`config.mk`:
```
export PLATFORM = sky130hd
export DESIGN_NAME = lap_timer
export DESIGN_NICKNAME = d
export VERILOG_FILES = /design/src/rtl/lap_timer_pkg.sv /design/src/rtl/lap_fifo.sv /design/src/rtl/lap_timer.sv
export SDC_FILE = /design/constraint.sdc
export NUM_CORES = 1
export LEC_CHECK = 0
export CORE_MARGIN = 2
export CORE_UTILIZATION = 52
export CTS_BUF_LIST = sky130_fd_sc_hd__clkbuf_4 sky130_fd_sc_hd__clkbuf_8
export CTS_CLUSTER_DIAMETER = 80
export CTS_CLUSTER_SIZE = 14
export DETAILED_ROUTE_END_ITERATION = 10
export PLACE_DENSITY_LB_ADDON = 0.1
export SLEW_MARGIN = 30
export SYNTH_ARGS = -nofsm -noshare
export SYNTH_HDL_FRONTEND = slang
export SYNTH_SLANG_ARGS = --single-unit
```
`constraint.sdc`:
```
create_clock -name clk -period 2.21 [get_ports clk]
set_input_delay 0.3315 -clock clk [delete_from_list [all_inputs] [get_ports clk]]
set_output_delay 0.3315 -clock clk [all_outputs]
set_load 0.05 [all_outputs]
```
`src/rtl/lap_timer_pkg.sv`:
```
// Shared types and helpers for the lap_timer stopwatch block.
package lap_timer_pkg;

    typedef enum logic [1:0] {
        IDLE   = 2'd0,
        RUN    = 2'd1,
        PAUSED = 2'd2,
        DONE   = 2'd3
    } lt_state_e;

    // Laps are only captured while the timer is live (running or paused).
    function automatic logic lap_allowed(input lt_state_e s);
        return (s == RUN) || (s == PAUSED);
    endfunction

endpackage

```
`src/rtl/lap_fifo.sv`:
```
// Show-ahead synchronous FIFO holding captured lap times.
module lap_fifo #(
    parameter int unsigned WIDTH = 16,
    parameter int unsigned DEPTH = 4
) (
    input  logic             clk,
    input  logic             rst,
    input  logic             push_i,
    input  logic [WIDTH-1:0] data_i,
    input  logic             pop_i,
    output logic [WIDTH-1:0] data_o,
    output logic             valid_o,
    output logic             full_o
);

    localparam int unsigned AW = (DEPTH > 1) ? $clog2(DEPTH) : 1;

    logic [WIDTH-1:0] mem_q [DEPTH];
    logic [AW:0]      wr_q, wr_d;
    logic [AW:0]      rd_q, rd_d;
    logic             do_push;
    logic             do_pop;

    assign valid_o = (wr_q != rd_q);
    assign full_o  = (wr_q[AW] != rd_q[AW]) && (wr_q[AW-1:0] == rd_q[AW-1:0]);
    assign data_o  = valid_o ? mem_q[rd_q[AW-1:0]] : '0;

    // A pop in the same cycle frees the slot, so a push into a full FIFO is accepted then.
    assign do_pop  = pop_i && valid_o;
    assign do_push = push_i && (!full_o || do_pop);

    always_comb begin
        wr_d = wr_q;
        rd_d = rd_q;
        if (do_push) wr_d = wr_q + (AW+1)'(1);
        if (do_pop)  rd_d = rd_q + (AW+1)'(1);
    end

    always_ff @(posedge clk) begin
        if (rst) begin
            wr_q <= '0;
            rd_q <= '0;
        end else begin
            wr_q <= wr_d;
            rd_q <= rd_d;
        end
    end

    always_ff @(posedge clk) begin
        if (do_push) mem_q[wr_q[AW-1:0]] <= data_i;
    end

endmodule

```
`src/rtl/lap_timer.sv`:
```
// Prescaled up/down stopwatch with pause, preload, wrap-or-stop and lap FIFO.
module lap_timer
    import lap_timer_pkg::*;
#(
    parameter int unsigned WIDTH     = 16,
    parameter int unsigned PRESCALE  = 1,
    parameter int unsigned LAP_DEPTH = 4
) (
    input  logic             clk,
    input  logic             rst,
    input  logic             start,
    input  logic             pause,
    input  logic             clear,
    input  logic             load,
    input  logic [WIDTH-1:0] load_val,
    input  logic             dir,
    input  logic             wrap_en,
    input  logic             lap,
    input  logic             lap_rd,
    output logic [WIDTH-1:0] count,
    output logic             running,
    output logic             done,
    output logic             tc,
    output logic [WIDTH-1:0] lap_data,
    output logic             lap_valid,
    output logic             lap_full,
    output logic             lap_ovf
);

    localparam int unsigned PW = (PRESCALE > 1) ? $clog2(PRESCALE) : 1;
    localparam logic [PW-1:0] PRESC_LAST = PW'(PRESCALE - 1);

    lt_state_e        state_q, state_d;
    logic [WIDTH-1:0] count_q, count_d;
    logic [PW-1:0]    presc_q, presc_d;
    logic             tc_q, tc_d;
    logic             ovf_q, ovf_d;
    logic             lap_push;
    logic             lap_pop;
    logic             idle_or_paused;

    assign idle_or_paused = (state_q == IDLE) || (state_q == PAUSED);
    assign lap_push       = lap && !clear && lap_allowed(state_q);
    assign lap_pop        = lap_rd && lap_valid;

    always_comb begin
        state_d = state_q;
        count_d = count_q;
        presc_d = presc_q;
        tc_d    = 1'b0;
        ovf_d   = ovf_q;
        if (clear) begin
            state_d = IDLE;
            count_d = '0;
            presc_d = '0;
            ovf_d   = 1'b0;
        end else begin
            // A load that is ignored (RUN/DONE) does not block pause/start.
            if (load && idle_or_paused) begin
                count_d = load_val;
                presc_d = '0;
            end else if (pause && (state_q == RUN)) begin
                state_d = PAUSED;
            end else if (start && idle_or_paused) begin
                state_d = RUN;
            end else if (state_q == RUN) begin
                if (presc_q == PRESC_LAST) begin
                    presc_d = '0;
                    if (!dir) begin
                        if (count_q == '1) begin
                            tc_d = 1'b1;
                            if (wrap_en) count_d = '0;
                            else         state_d = DONE;
                        end else begin
                            count_d = count_q + WIDTH'(1);
                        end
                    end else begin
                        if (count_q == '0) begin
                            tc_d = 1'b1;
                            if (wrap_en) count_d = '1;
                            else         state_d = DONE;
                        end else begin
                            count_d = count_q - WIDTH'(1);
                        end
                    end
                end else begin
                    presc_d = presc_q + PW'(1);
                end
            end
            if (lap_push && lap_full && !lap_pop) ovf_d = 1'b1;
        end
    end

    always_ff @(posedge clk) begin
        if (rst) begin
            state_q <= IDLE;
            count_q <= '0;
            presc_q <= '0;
            tc_q    <= 1'b0;
            ovf_q   <= 1'b0;
        end else begin
            state_q <= state_d;
            count_q <= count_d;
            presc_q <= presc_d;
            tc_q    <= tc_d;
            ovf_q   <= ovf_d;
        end
    end

    lap_fifo #(
        .WIDTH (WIDTH),
        .DEPTH (LAP_DEPTH)
    ) u_lap_fifo (
        .clk     (clk),
        .rst     (rst),
        .push_i  (lap_push),
        .data_i  (count_q),
        .pop_i   (lap_rd),
        .data_o  (lap_data),
        .valid_o (lap_valid),
        .full_o  (lap_full)
    );

    assign count   = count_q;
    assign running = (state_q == RUN);
    assign done    = (state_q == DONE);
    assign tc      = tc_q;
    assign lap_ovf = ovf_q;

endmodule

```
# ---- Word-level counts from Yosys, hierarchy flattened
# Memory sizes are Yosys's and may differ from the RTL's. A register that Yosys moved wholly into a read port is not among the register bits.
# Cells that the tools add are included.
dict set report word_totals {
  ram_bits 64
  mem_count 1
  regBits 27
  latchBits 0
  in_bits 26
  romBits 0
  output_inout_bits 38
}
dict set report op_classes {
  n_mul 0
  n_div 0
  muxes 27
  addsub 5
  eq_ne 14
  n_reduce_logical 27
  order_cmp 0
  shifts 0
  n_bitwise 4
}
# name words width read_ports rd_clocked_by_memory_dff wr line
set mem_list {}
lappend mem_list {u_lap_fifo.mem_q 4 16 1 1 1 lap_fifo.sv:18} ;# logic [WIDTH-1:0] mem_q [DEPTH];
# op count
set op_table {}
lappend op_table {{$mux W16} 11}
lappend op_table {{$mux W2} 10}
lappend op_table {{$add A16 B1 Y16 const B} 1}
lappend op_table {{$eq A16 B16 Y1 const B} 1}
lappend op_table {{$logic_not A16 Y1} 1}
lappend op_table {{$sub A16 B1 Y16 const B} 1}
lappend op_table {{$logic_and A1 B1 Y1} 10}
lappend op_table {{$ne A4 B4 Y1 const B} 2}
lappend op_table {{$reduce_or A7 Y1} 1}
lappend op_table {{$add A3 B1 Y3 const B} 2}
lappend op_table {{$mux W1} 6}
lappend op_table {{$reduce_and A6 Y1} 1}
lappend op_table {{$reduce_and A5 Y1} 1}
lappend op_table {{$eq A2 B2 Y1 const B} 2}
lappend op_table {{$ne A2 B2 Y1 const B} 2}
lappend op_table {{$ne A4 B1 Y1 const B} 1}
lappend op_table {{$not A1 Y1} 4}
lappend op_table {{$reduce_bool A4 Y1} 1}
lappend op_table {{$logic_not A1 Y1} 3}
lappend op_table {{$logic_or A1 B1 Y1} 3}
lappend op_table {{$ne A3 B1 Y1 const B} 1}
lappend op_table {{$ne A3 B3 Y1} 1}
lappend op_table {{$reduce_and A3 Y1} 1}
lappend op_table {{$reduce_bool A3 Y1} 1}
lappend op_table {{other kinds (9)} 9}

# ---- Longest topological paths before layout
# Gate-level depths: netlist (run 1).
dict set report depth {
  word_depth 8
  mapped_depth 10
  mapped_depth_nobuf 8
}

# ---- By module
# Synthesis (run 1) repeated with hierarchy kept, for this count alone.
dict set report unflattened {
  hier_cells 412
  area_unflattened_um2 4873.4
}
# module area_per_inst_um2 cells_each instances
set by_module_without_submodules {}
lappend by_module_without_submodules {lap_fifo 2936.6 156 1}
lappend by_module_without_submodules {lap_timer 1936.9 256 1}

# ---- Worst setup path after synthesis (run 1)
# Ideal clock, no wire load.
dict set report synth_timing {
  path_type {reg2reg}
  from {reg count_q[0], in the netlist count[0]}
  to {reg count_q[12], in the netlist count[12]}
  slack_ns -0.397
  stages_incl_launch_ff 10
  arrival_ns 2.484
  path_buffers 1
  setup_time_ns 0.124
  cell_sequence {dfxtp_1 -> clkbuf_1 -> inv_1 -> ha_1 -> nor4b_1 -> and2_1 -> a31o_2 -> o221a_2 -> nor4b_1 -> nor2_1}
}
dict set report synth_between {
  elab_chain_len 8
  elab_cells_between_ends 15
}
# item line
set synth_lines {}
lappend synth_lines {{start: declaration} lap_timer.sv:34} ;# logic [WIDTH-1:0] count_q, count_d;
lappend synth_lines {{start signal: assignment} lap_timer.sv:103} ;# count_q <= count_d;
lappend synth_lines {{$add A16 B1 Y16 (tied with other cells)} lap_timer.sv:75} ;# count_d = count_q + WIDTH'(1);
lappend synth_lines {{$mux W16 (on tied branches)} {lap_timer.sv:70, lap_timer.sv:78}}
lappend synth_lines {{$mux W16} lap_timer.sv:69} ;# if (!dir) begin
lappend synth_lines {{$mux W16} lap_timer.sv:67} ;# if (presc_q == PRESC_LAST) begin
lappend synth_lines {{$mux W16} lap_timer.sv:66} ;# end else if (state_q == RUN) begin
lappend synth_lines {{$mux W16} lap_timer.sv:64} ;# end else if (start && idle_or_paused) begin
lappend synth_lines {{$mux W16} lap_timer.sv:62} ;# end else if (pause && (state_q == RUN)) begin
lappend synth_lines {{$mux W16} lap_timer.sv:59} ;# if (load && idle_or_paused) begin
# Several ways; a longest one is shown, not always the timed one. The select of a mux whose other input is x is not followed.
# A chain may end at the register's enable or synchronous reset.

# ---- Final worst setup path (run 1)
dict set report layout_timing {
  from {reg count_q[10], in the netlist count[10]}
  to {out count[10]}
}
# item line
set layout_lines {}
lappend layout_lines {{end: declaration} lap_timer.sv:20} ;# output logic [WIDTH-1:0] count,
# No word-level cell between the ends.

==> results of run 1 <==
-- worst reg2reg max path: cells and delay by family (launching register included) --
family                   cells  cell delay (ns)
AND/OR/NAND/NOR              4             0.61
buffers and inverters        3             0.34
AO/OA/AOI/OAI                2             0.53
flip-flops                   1             0.37
adder cells (fa/ha/maj)      1             0.17
-- Yosys cell counts, types with 3 or more instances --
library cell / instances / area, sq um
a21oi_1: 19 / 95.1
a31o_2: 3 / 26.3
a31oi_1: 5 / 31.3
and2_1: 6 / 37.5
buf_2: 6 / 30.0
buf_4: 4 / 30.0
clkbuf_1: 16 / 60.1
dfxtp_1: 28 / 561
edfxtp_1: 64 / 1920
ha_1: 13 / 163
inv_1: 14 / 52.6
mux2i_1: 3 / 30.0
mux4_2: 16 / 360
nand2_1: 28 / 105
nand2b_1: 5 / 31.3
nand3_1: 11 / 55.1
nand4_1: 5 / 31.3
nor2_1: 30 / 113
nor2b_1: 17 / 106
nor3_1: 11 / 55.1
nor4_1: 6 / 37.5
nor4b_1: 4 / 35.0
o211ai_1: 3 / 22.5
o21ai_0: 11 / 55.1
o21ai_1: 5 / 25.0
o221ai_1: 7 / 61.3
o22ai_1: 7 / 43.8
xnor2_1: 7 / 61.3
xor2_1: 7 / 61.3
-- logic make-up after synthesis --
kind of cell | count (synthesis) | synth area share [%]
AOI/OAI and AO/OA | 86 | 12.9
and+or+nand+nor | 144 | 17.0
adders and majority gates | 13 | 3.40
xor gates and xnor gates | 14 | 2.56
muxes | 19 | 8.16
DFF | 92 | 51.9
buffers and inverters | 42 | 4.08
-- where the power goes --
group / total, uW / switching [uW] / internal (uW)
sequential: 1910 / 50.6 / 1860
combinational: 763 / 423 / 340
clock: 1070 / 624 / 444
total: 3740 / 1100 / 2640
-- placed cells by master, fill, tap and decap left out, types with 3 or more instances in the layout --
| cell | n |
|---|---|
| clkbuf_8 | 9 |
| o22ai_1 | 6 |
| nor4_1 | 4 |
| dfxtp_2 | 5 |
| o21ai_0 | 11 |
| o221ai_1 | 7 |
| buf_4 | 76 |
| nand4_1 | 5 |
| ha_1 | 12 |
| edfxtp_1 | 64 |
| clkdlybuf4s50_1 | 43 |
| o21ai_1 | 5 |
| dfxtp_1 | 13 |
| xnor2_1 | 7 |
| nand2_1 | 27 |
| nand2b_1 | 5 |
| nor2b_1 | 7 |
| inv_1 | 13 |
| mux4_2 | 16 |
| nor2b_2 | 10 |
| and2_1 | 6 |
| inv_6 | 3 |
| nor2_1 | 29 |
| buf_12 | 6 |
| a31oi_1 | 5 |
| dfxtp_4 | 10 |
| a21oi_1 | 19 |
| a31o_2 | 3 |
| nand3_1 | 11 |
| xor2_1 | 5 |
| nor3_1 | 10 |
| mux2i_1 | 3 |
| o211ai_1 | 3 |
-- layer usage --
metal / global-route usage (%) / part of all wire [%] / wire [microns] / vias up
li1: - / - / - / 1789
met4: 6.43 / 1.6 / 187 / 0
met2: 39.7 / 49 / 5820 / 159
met1: 33.3 / 43 / 5150 / 1846
met5: 0 / 0 / 0 / -
met3: 4.53 / 6.4 / 766 / 20
-- flip-flops by register name, indices dropped and copies added, names as in the netlist, named ones only --
register	flops
u_lap_fifo.rd_q	3
u_lap_fifo.wr_q	3
u_lap_fifo.mem_q	64
tc	1
count	16
state_q	2
lap_ovf	1
-- area by class of cell --
type	instances	share of cell area, %
flip-flops and latches	92	40.5
multi-input cells	276	35.6
repair buffers	125	18.0
well taps	108	2.17
clock buffers	10	2.11
clock inverters	6	0.862
inverters	14	0.842
-- per-stage QoR --
step	hold WS (ns)	instances
6_report	0.487	631
5_1_grt	0.547	631
3_3_place_gp	0.460	610
4_1_cts	0.497	626
2_1_floorplan	0.499	410
3_5_place_dp	0.474	610
-- worst min-delay path by stage --
stage	from	end	slack, ns	depth (start not counted)
final	lap_ovf	lap_ovf	0.49	2
after global routing	lap_ovf	lap_ovf	0.55	2
after CTS	lap_ovf	lap_ovf	0.50	2
after detailed placement	lap_ovf	lap_ovf	0.47	2
after global placement	lap_ovf	lap_ovf	0.46	2
after floorplan	u_lap_fifo.rd_q[2]	u_lap_fifo.rd_q[2]	0.50	2
-- timing repair --
item,in CTS,in global routing
endpoints found under the setup margin,1,16
pin swaps,0,3
gates cloned,0,0
gates resized for setup,1,12
setup buffers,0,5
hold buffers,0,0
==> flow_metrics.tcl, run 1 <==
set metrics [dict create \
    utilization_pct 70.9 \
    r2r_end "count[12]" \
    worst_hold_path_type "reg2reg" \
    critPathMaxStageDelay_ns 0.81 \
    drt_iter0_markers 288 \
    irDropWorstVdd_mv 0.350 \
    syn_to_final_growth_pct 30.5 \
    async_reset_ff_share_pct 0 \
    netlist-cell-type-count 67 \
    core_area_sq_mm 0.00881 \
    total_power_uw 3740 \
    wire_per_inst_microns 18.9 \
    clock_path_buffers 2 \
    die_x_microns 99.9 \
    cts_buffers 9 \
    firstDrtPassIters 5 \
    ys_seq_area_share_pct 51.9 \
    cts_tree "yes" \
    setup_violations 0 \
    status "finished clean" \
    fin_skew_ns 0.0189 \
    ys_ff_latch 92 \
    fin_nets 557 \
    cp_slowest_cell "clkdlybuf4s50_1" \
    routed_wl_mm 11.9 \
    worst_slew_pin_slew_ns 0.504 \
    placed_area_sq_mm 0.00594 \
    synth_edf_count 64 \
    grt_max_degree 21 \
    cellPowerDensity_mw_per_mm2 600 \
    ant_nets 0 \
    relSlewSlack_pct 66.3 \
    hold_viol 0 \
    seqCellArea_sq_mm 0.00253 \
    drv_cap 0 \
    h-tree-depth 3 \
    grt_pass1_wl_mm 18.4 \
    start_util_pct 54.3 \
    drc 0 \
    drive_gt1_share_pct 32.9 \
    max_freq_mhz 466 \
    ys.flop_type "edfxtp_1" \
    dp_slack_ns -0.0311 \
    vias 3814 \
    syn_area_sq_mm 0.00478 \
    fin_setup_tns_ns 0 \
    crit_type "reg2out" \
    ff2ff_setup_slack_ns 0.09 \
    reg2reg_depth 10 \
    io_buffer_count 63 \
    crit_path_start_kind "flip-flop" \
    avgSynthCellArea_sq_um 11.7 \
    grt_overflow 0 \
    rows 34 \
    n_fill_cell 640 \
    fin_crit_sh_pct 97.1 \
    io_pins 64 \
    detailed_place_hpwl_mm 8.46 \
    critPathCapture "count[10]" \
    synthCells 410 \
    worst_slack_ns 0.0635 \
    rr_startpoint "count[1]" \
    track_usage_pct 24.1 \
    cp-end-kind "output port" \
    arrival_ns 1.82 \
    cp_top_family "buffers and inverters" \
    crit_buf_inv 2 \
    clock-sinks 92 \
    routed_via_density 6.04 \
    final_area_sq_mm 0.00624 \
    critPathMaxFanout 8 \
    cp.depth 2 \
    multi_input_area_sq_mm 0.00222 \
    die_area_sq_mm 0.00998 \
    crit_chain "buf_4 > clkdlybuf4s50_1" \
    grt_pass1_vias 3563 \
    p_leak_uw 0.00223 \
    worstPathRequired_ns 1.88 \
    ys_warn_count 0 \
    period_needed_ns 2.15 \
    antenna_cells 0 \
    path_clk_slew_ns 0.10 \
    syn-num-nets 449 \
    die_h_microns 99.9 \
    slew_violations 0 \
    clk_latency_ns 0.36 \
    cts_root_buffer "clkbuf_8" \
    startpoint "count[10]" \
    antenna_found_initial 0 \
    place_congestion 0.963 \
]
(Power assumes the default switching activity.)
==> run 2, diff against run 1 <==
--- a/config.mk
+++ b/config.mk
@@ -5,8 +5,9 @@
 export SDC_FILE = /design/constraint.sdc
 export NUM_CORES = 1
 export LEC_CHECK = 0
+export CORE_ASPECT_RATIO = 1.2
 export CORE_MARGIN = 2
-export CORE_UTILIZATION = 52
+export CORE_UTILIZATION = 25
 export CTS_BUF_LIST = sky130_fd_sc_hd__clkbuf_4 sky130_fd_sc_hd__clkbuf_8
 export CTS_CLUSTER_DIAMETER = 80
 export CTS_CLUSTER_SIZE = 14
==> run 2 against run 1 <==
  * Non-clock buffer count increased by 28
  * Worst hold slack improved by 0.017 ns
  * Clock-buffer cell count decreased by 1
  * Total power increased by 7.3%
==> flow_metrics.tcl, run 2 (synthesized netlist as in run 1, its figures left out) <==
set metrics [dict create \
    critPathMaxFanout 4 \
    multi_input_area_sq_mm 0.00228 \
    antenna_found_initial 0 \
    worst_slew_pin_slew_ns 0.520 \
    ff2ff_setup_slack_ns 0.05 \
    final_area_sq_mm 0.00679 \
    cp-end-kind "flip-flop" \
    placed_area_sq_mm 0.00629 \
    worstHoldStart "lap_ovf" \
    path_clk_slew_ns 0.10 \
    setup_violations 0 \
    cp_slowest_cell "or3b_4" \
    clkPwrFrac_pct 30.5 \
    vias 3832 \
    p_sw_uw 1200 \
    firstDrtPassIters 5 \
    fin_nets 585 \
    cp_top_family "simple AND/OR/NAND/NOR gates" \
    layout_commonest_cell "buf_4" \
    grt_pass1_vias 3893 \
    place_congestion 0.880 \
    wire_per_inst_microns 18.3 \
    fin_crit_sh_pct 97.8 \
    routed_via_density 4.75 \
    core_area_sq_mm 0.0188 \
    slew_violations 0 \
    detailed_place_hpwl_mm 10.6 \
    relSlewSlack_pct 65.2 \
    period_needed_ns 2.16 \
    clock-sinks 92 \
    min_path_cells 2 \
    hold_viol 0 \
    rsz0062_at_grt "true" \
    crit_buf_inv 2 \
    fin_skew_ns 0.0133 \
    largest_register_ff_count 64 \
    die_x_microns 130 \
    instances_no_fill 807 \
    clock_path_buffers 2 \
    arrival_ns 2.44 \
    p_int_uw 2810 \
    irDropWorstVdd_mv 0.342 \
    cts_root_buffer "clkbuf_8" \
    drv_cap 0 \
    startpoint "count[0]" \
    syn_to_final_growth_pct 42.0 \
    io_buffer_count 63 \
    reg2reg_depth 9 \
    ant_nets 0 \
    cts_buffers 9 \
    hold_end "lap_ovf" \
    die_h_microns 156 \
    final_cell_mix "97 x buf_4, 64 x edfxtp_1, 37 x clkdlybuf4s50_1" \
    rr_startpoint "count[0]" \
    crit_path_start_kind "flip-flop" \
    crit_type "reg2reg" \
    p_leak_uw 0.00249 \
    drc 0 \
    seqCellArea_sq_mm 0.00254 \
    crit_chain "inv_4 > ha_2 > or3b_4 > nor2_4 > nand2_1 > o221a_2 > nor4b_2 > buf_4 > nor2_1" \
    swShare_pct 30.0 \
    antenna_cells 0 \
    seqPwrFrac_pct 47.5 \
    track_usage_pct 14.8 \
    p_comb_share_pct 22.0 \
    die_area_sq_mm 0.0203 \
    worstPathRequired_ns 2.49 \
    grt_overflow 0 \
    start_util_pct 25.5 \
    h-tree-depth 3 \
    cts_tree "yes" \
    io_pins 64 \
    max_freq_mhz 463 \
    status "finished clean" \
    cellPowerDensity_mw_per_mm2 591 \
    rows 55 \
    routed_wl_mm 14.8 \
    dp.cells 778 \
    grt_pass1_wl_mm 22.3 \
    drive_gt1_share_pct 38.3 \
    critPathMaxStageDelay_ns 0.41 \
    r2r_end "count[12]" \
    n_fill_cell 1884 \
    grt_max_degree 19 \
    drt_iter0_markers 269 \
    clk_latency_ns 0.38 \
    worst_hold_path_type "reg2reg" \
]
## run 2: changes by cell type in the layout (fill, tap and decap cells not counted), sizes merged
cell           delta
buf              +27
bufinv            +1
clkbuf            +1
clkdlybuf4s50     -6
clkinv            -1
clkinvlp          +2
dlygate4sd2       +2
dlymetal6s2s      +3
inv               -1
## run 2: power by group through the flow
| stage | Combinational (uW) | Clock [uW] | Sequential (uW) |
|---|---|---|---|
| after floorplan | 399 | 0 | 1990 |
| after global placement | 816 | 0 | 1950 |
| after detailed placement | 813 | 0 | 1950 |
| after CTS | 826 | 1280 | 1910 |
| after global routing | 951 | 1350 | 1910 |
| final | 885 | 1220 | 1910 |
## run 2: layout make-up
class,instances,area share (%)
sequential,92,37.4
multi-input combinational,276,33.5
timing repair buffer,153,20.5
tap,256,4.72
clock buffer,9,1.82
clock inverter,7,1.23
inverter,14,0.811
## run 2: worst min-delay path: stages (launching register included)
cell     delay, ns
dfxtp_1       0.35
a41oi_1       0.05
nor2_1        0.07
## run 2: how the worst max path moves through the flow
stage	slack, ns	depth (start not counted)	endpoint
4_1_cts	-0.02	10	count[12]
2_1_floorplan	-0.03	9	count[12]
3_5_place_dp	-0.13	8	count[7]
5_1_grt	-0.06	9	count[14]
3_3_place_gp	-0.17	11	count[12]
6_report	0.05	9	count[12]
## run 2: per-layer routing
| metal | routed length [microns] | track usage, % | part of all wire, % | up-vias |
|---|---|---|---|---|
| met5 | 0 | 0 | 0 | - |
| met4 | 459 | 6.61 | 3.1 | 0 |
| met3 | 530 | 2.82 | 3.6 | 24 |
| met2 | 7390 | 24.6 | 50 | 86 |
| met1 | 6380 | 18.6 | 43 | 1879 |
| li1 | - | - | - | 1843 |
## run 2: through the flow
stage	utilization, %	setup WS [ns]	TNS, ns	hold slack [ns]	total power [uW]
global placement	33.5	-0.172	-3.39	0.465	2760
CTS	34.8	-0.0225	-0.0225	0.514	4010
floorplan	-	-0.0301	-0.0301	0.499	2380
detailed placement	33.5	-0.134	-2.16	0.488	2760
finish	36.1	0.0492	0	0.505	4010
global route	36.1	-0.0612	-0.238	0.540	4210
## run 2: timing repair
| action | CTS | global route |
|---|---|---|
| cloned | 0 | 2 |
| hold endpoints to repair | 0 | 0 |
| pin swaps | 1 | 9 |
| resized for setup | 11 | 31 |
| hold buffers | 0 | 0 |
| setup endpoints to repair | 12 | 35 |
| buffers inserted | 0 | 11 |
==> run 3, diff against run 2 <==
--- a/config.mk
+++ b/config.mk
@@ -6,7 +6,7 @@
 export NUM_CORES = 1
 export LEC_CHECK = 0
 export CORE_ASPECT_RATIO = 1.2
-export CORE_MARGIN = 2
+export CORE_MARGIN = 4
 export CORE_UTILIZATION = 25
 export CTS_BUF_LIST = sky130_fd_sc_hd__clkbuf_4 sky130_fd_sc_hd__clkbuf_8
 export CTS_CLUSTER_DIAMETER = 80
==> run 3 against run 2 <==
  * Die area grew 5.7%
  * Wire length grew 3.8%
  * Worst hold slack worse by 0.016 ns
  * Register-to-register slack improved by 0.05 ns
  * Critical path type is now reg2out
  * Setup slack better by 0.025 ns
  * Sequential cell count is the same
  * Maximum frequency is 1.2% higher
==> flow_metrics.tcl, run 3 (synthesized netlist as in run 1, its figures left out) <==
set metrics [dict create \
    status "finished clean" \
    ff2ff_setup_slack_ns 0.10 \
    rr_startpoint "count[7]" \
    h-tree-depth 3 \
    io_pins 64 \
    final_cell_mix "92 x buf_4, 64 x edfxtp_1, 39 x clkdlybuf4s50_1" \
    cts_tree "yes" \
    irDropWorstVdd_mv 0.201 \
    min_path_cells 2 \
    slew_violations 0 \
    crit_path_start_kind "flip-flop" \
    place_congestion 0.865 \
    cp-end-kind "output port" \
    start_util_pct 25.4 \
    clk_latency_ns 0.37 \
    drive_gt1_share_pct 37.0 \
    n_fill_cell 1928 \
    fin_crit_sh_pct 96.6 \
    rsz0062_at_grt "true" \
    grt_pass1_wl_mm 23.3 \
    ant_nets 0 \
    rows 55 \
    cts_buffers 9 \
    hold_end "lap_ovf" \
    fin_setup_tns_ns 0 \
    p_leak_uw 0.00241 \
    vias 3816 \
    grt_pass1_vias 4030 \
    cellPowerDensity_mw_per_mm2 568 \
    total_power_uw 3800 \
    clock-sinks 92 \
    worstPathRequired_ns 1.88 \
    worst_hold_path_type "reg2reg" \
    largest_register_ff_count 64 \
    routed_wl_mm 15.3 \
    reg2reg_depth 7 \
    grt_overflow 0 \
    drv_cap 0 \
    setup_violations 0 \
    routed_via_density 4.73 \
    path_clk_slew_ns 0.09 \
    crit_type "reg2out" \
    wire_per_inst_microns 19.0 \
    fin_nets 585 \
    layout_commonest_cell "buf_4" \
    die_area_sq_mm 0.0214 \
    firstDrtPassIters 4 \
    antenna_cells 0 \
    ctsHoldBuffers 0 \
    drt_iter0_markers 214 \
    worst_slew_pin_slew_ns 0.516 \
    relSlewSlack_pct 65.5 \
    core_area_sq_mm 0.0189 \
    hold_viol 0 \
    max_freq_mhz 468 \
    detailed_place_hpwl_mm 11.1 \
    io_buffer_count 63 \
    antenna_found_initial 0 \
    multi_input_area_sq_mm 0.00226 \
    arrival_ns 1.80 \
    period_needed_ns 2.14 \
    clock_path_buffers 2 \
    cts_root_buffer "clkbuf_8" \
    fin_skew_ns 0.00836 \
    worstHoldStart "lap_ovf" \
    die_h_microns 160 \
    seqCellArea_sq_mm 0.00253 \
    drc 0 \
    track_usage_pct 14.3 \
    r2r_end "count[14]" \
    critPathMaxFanout 10 \
    die_x_microns 134 \
    grt_max_degree 19 \
    syn_to_final_growth_pct 40.0 \
]
[run 3: changes by cell type in the layout (fill, tap and decap cells not counted), sizes merged, moves of 2 or more]
cell           before  now
dlymetal6s2s        3    0
dlygate4sd2         2    4
clkbuf             11    9
clkinv              0    4
clkinvlp            3    1
clkdlybuf4s50      37   39
[run 3: how the worst max path moves through the flow]
| stage | from | end | slack, ns | cells past startpoint |
|---|---|---|---|---|
| 3_5_place_dp | dir | count[5] | -0.19 | 9 |
| 6_report | count[2] | count[2] | 0.07 | 2 |
| 2_1_floorplan | count[1] | count[12] | -0.03 | 9 |
| 3_3_place_gp | dir | count[5] | -0.21 | 9 |
| 5_1_grt | u_lap_fifo.wr_q[0] | lap_data[10] | -0.02 | 7 |
| 4_1_cts | count[0] | count[14] | 0.01 | 8 |
[run 3: per-stage QoR]
step           hold slack, ns  instances  worst slack [ns]  util, %  instance area, sq um
2_1_floorplan           0.499        410           -0.0301        -                  4860
3_3_place_gp            0.467        785            -0.211     33.6                  6330
3_5_place_dp            0.478        785            -0.193     33.6                  6330
4_1_cts                 0.503        802            0.0124     34.6                  6520
5_1_grt                 0.532        807           -0.0165     35.5                  6700
6_report                0.489        807            0.0745     35.5                  6700
[run 3: layer usage]
metal,vias up,routed length [microns],GRT usage (%)
li1,1831,-,-
met1,1882,6490,17.0
met2,79,7870,24.8
met3,24,557,2.78
met4,0,396,6.11
met5,-,0,0
[run 3: area by class of cell]
cell class | instances | area share [%]
clock buffer | 9 | 1.85
clock inverter | 7 | 0.617
inverter | 14 | 0.822
multi-input combinational | 276 | 33.7
sequential | 92 | 37.7
tap | 256 | 4.78
timing repair buffer | 153 | 20.5
[run 3: repair_timing]
item	4_1_cts	5_1_grt
cloned	0	2
pin swaps	1	6
resized for setup	8	35
endpoints found under the setup margin	7	50
setup buffers	1	3
[run 3: report_power, final]
part	internal, uW	switching (uW)
Clock	404	628
Sequential	1860	39.5
Combinational	401	471
[run 3: worst max-delay path: stages (launching register included)]
cell and delay [ns]:
dfxtp_2 0.43, buf_6 0.18, clkdlybuf4s50_1 0.82
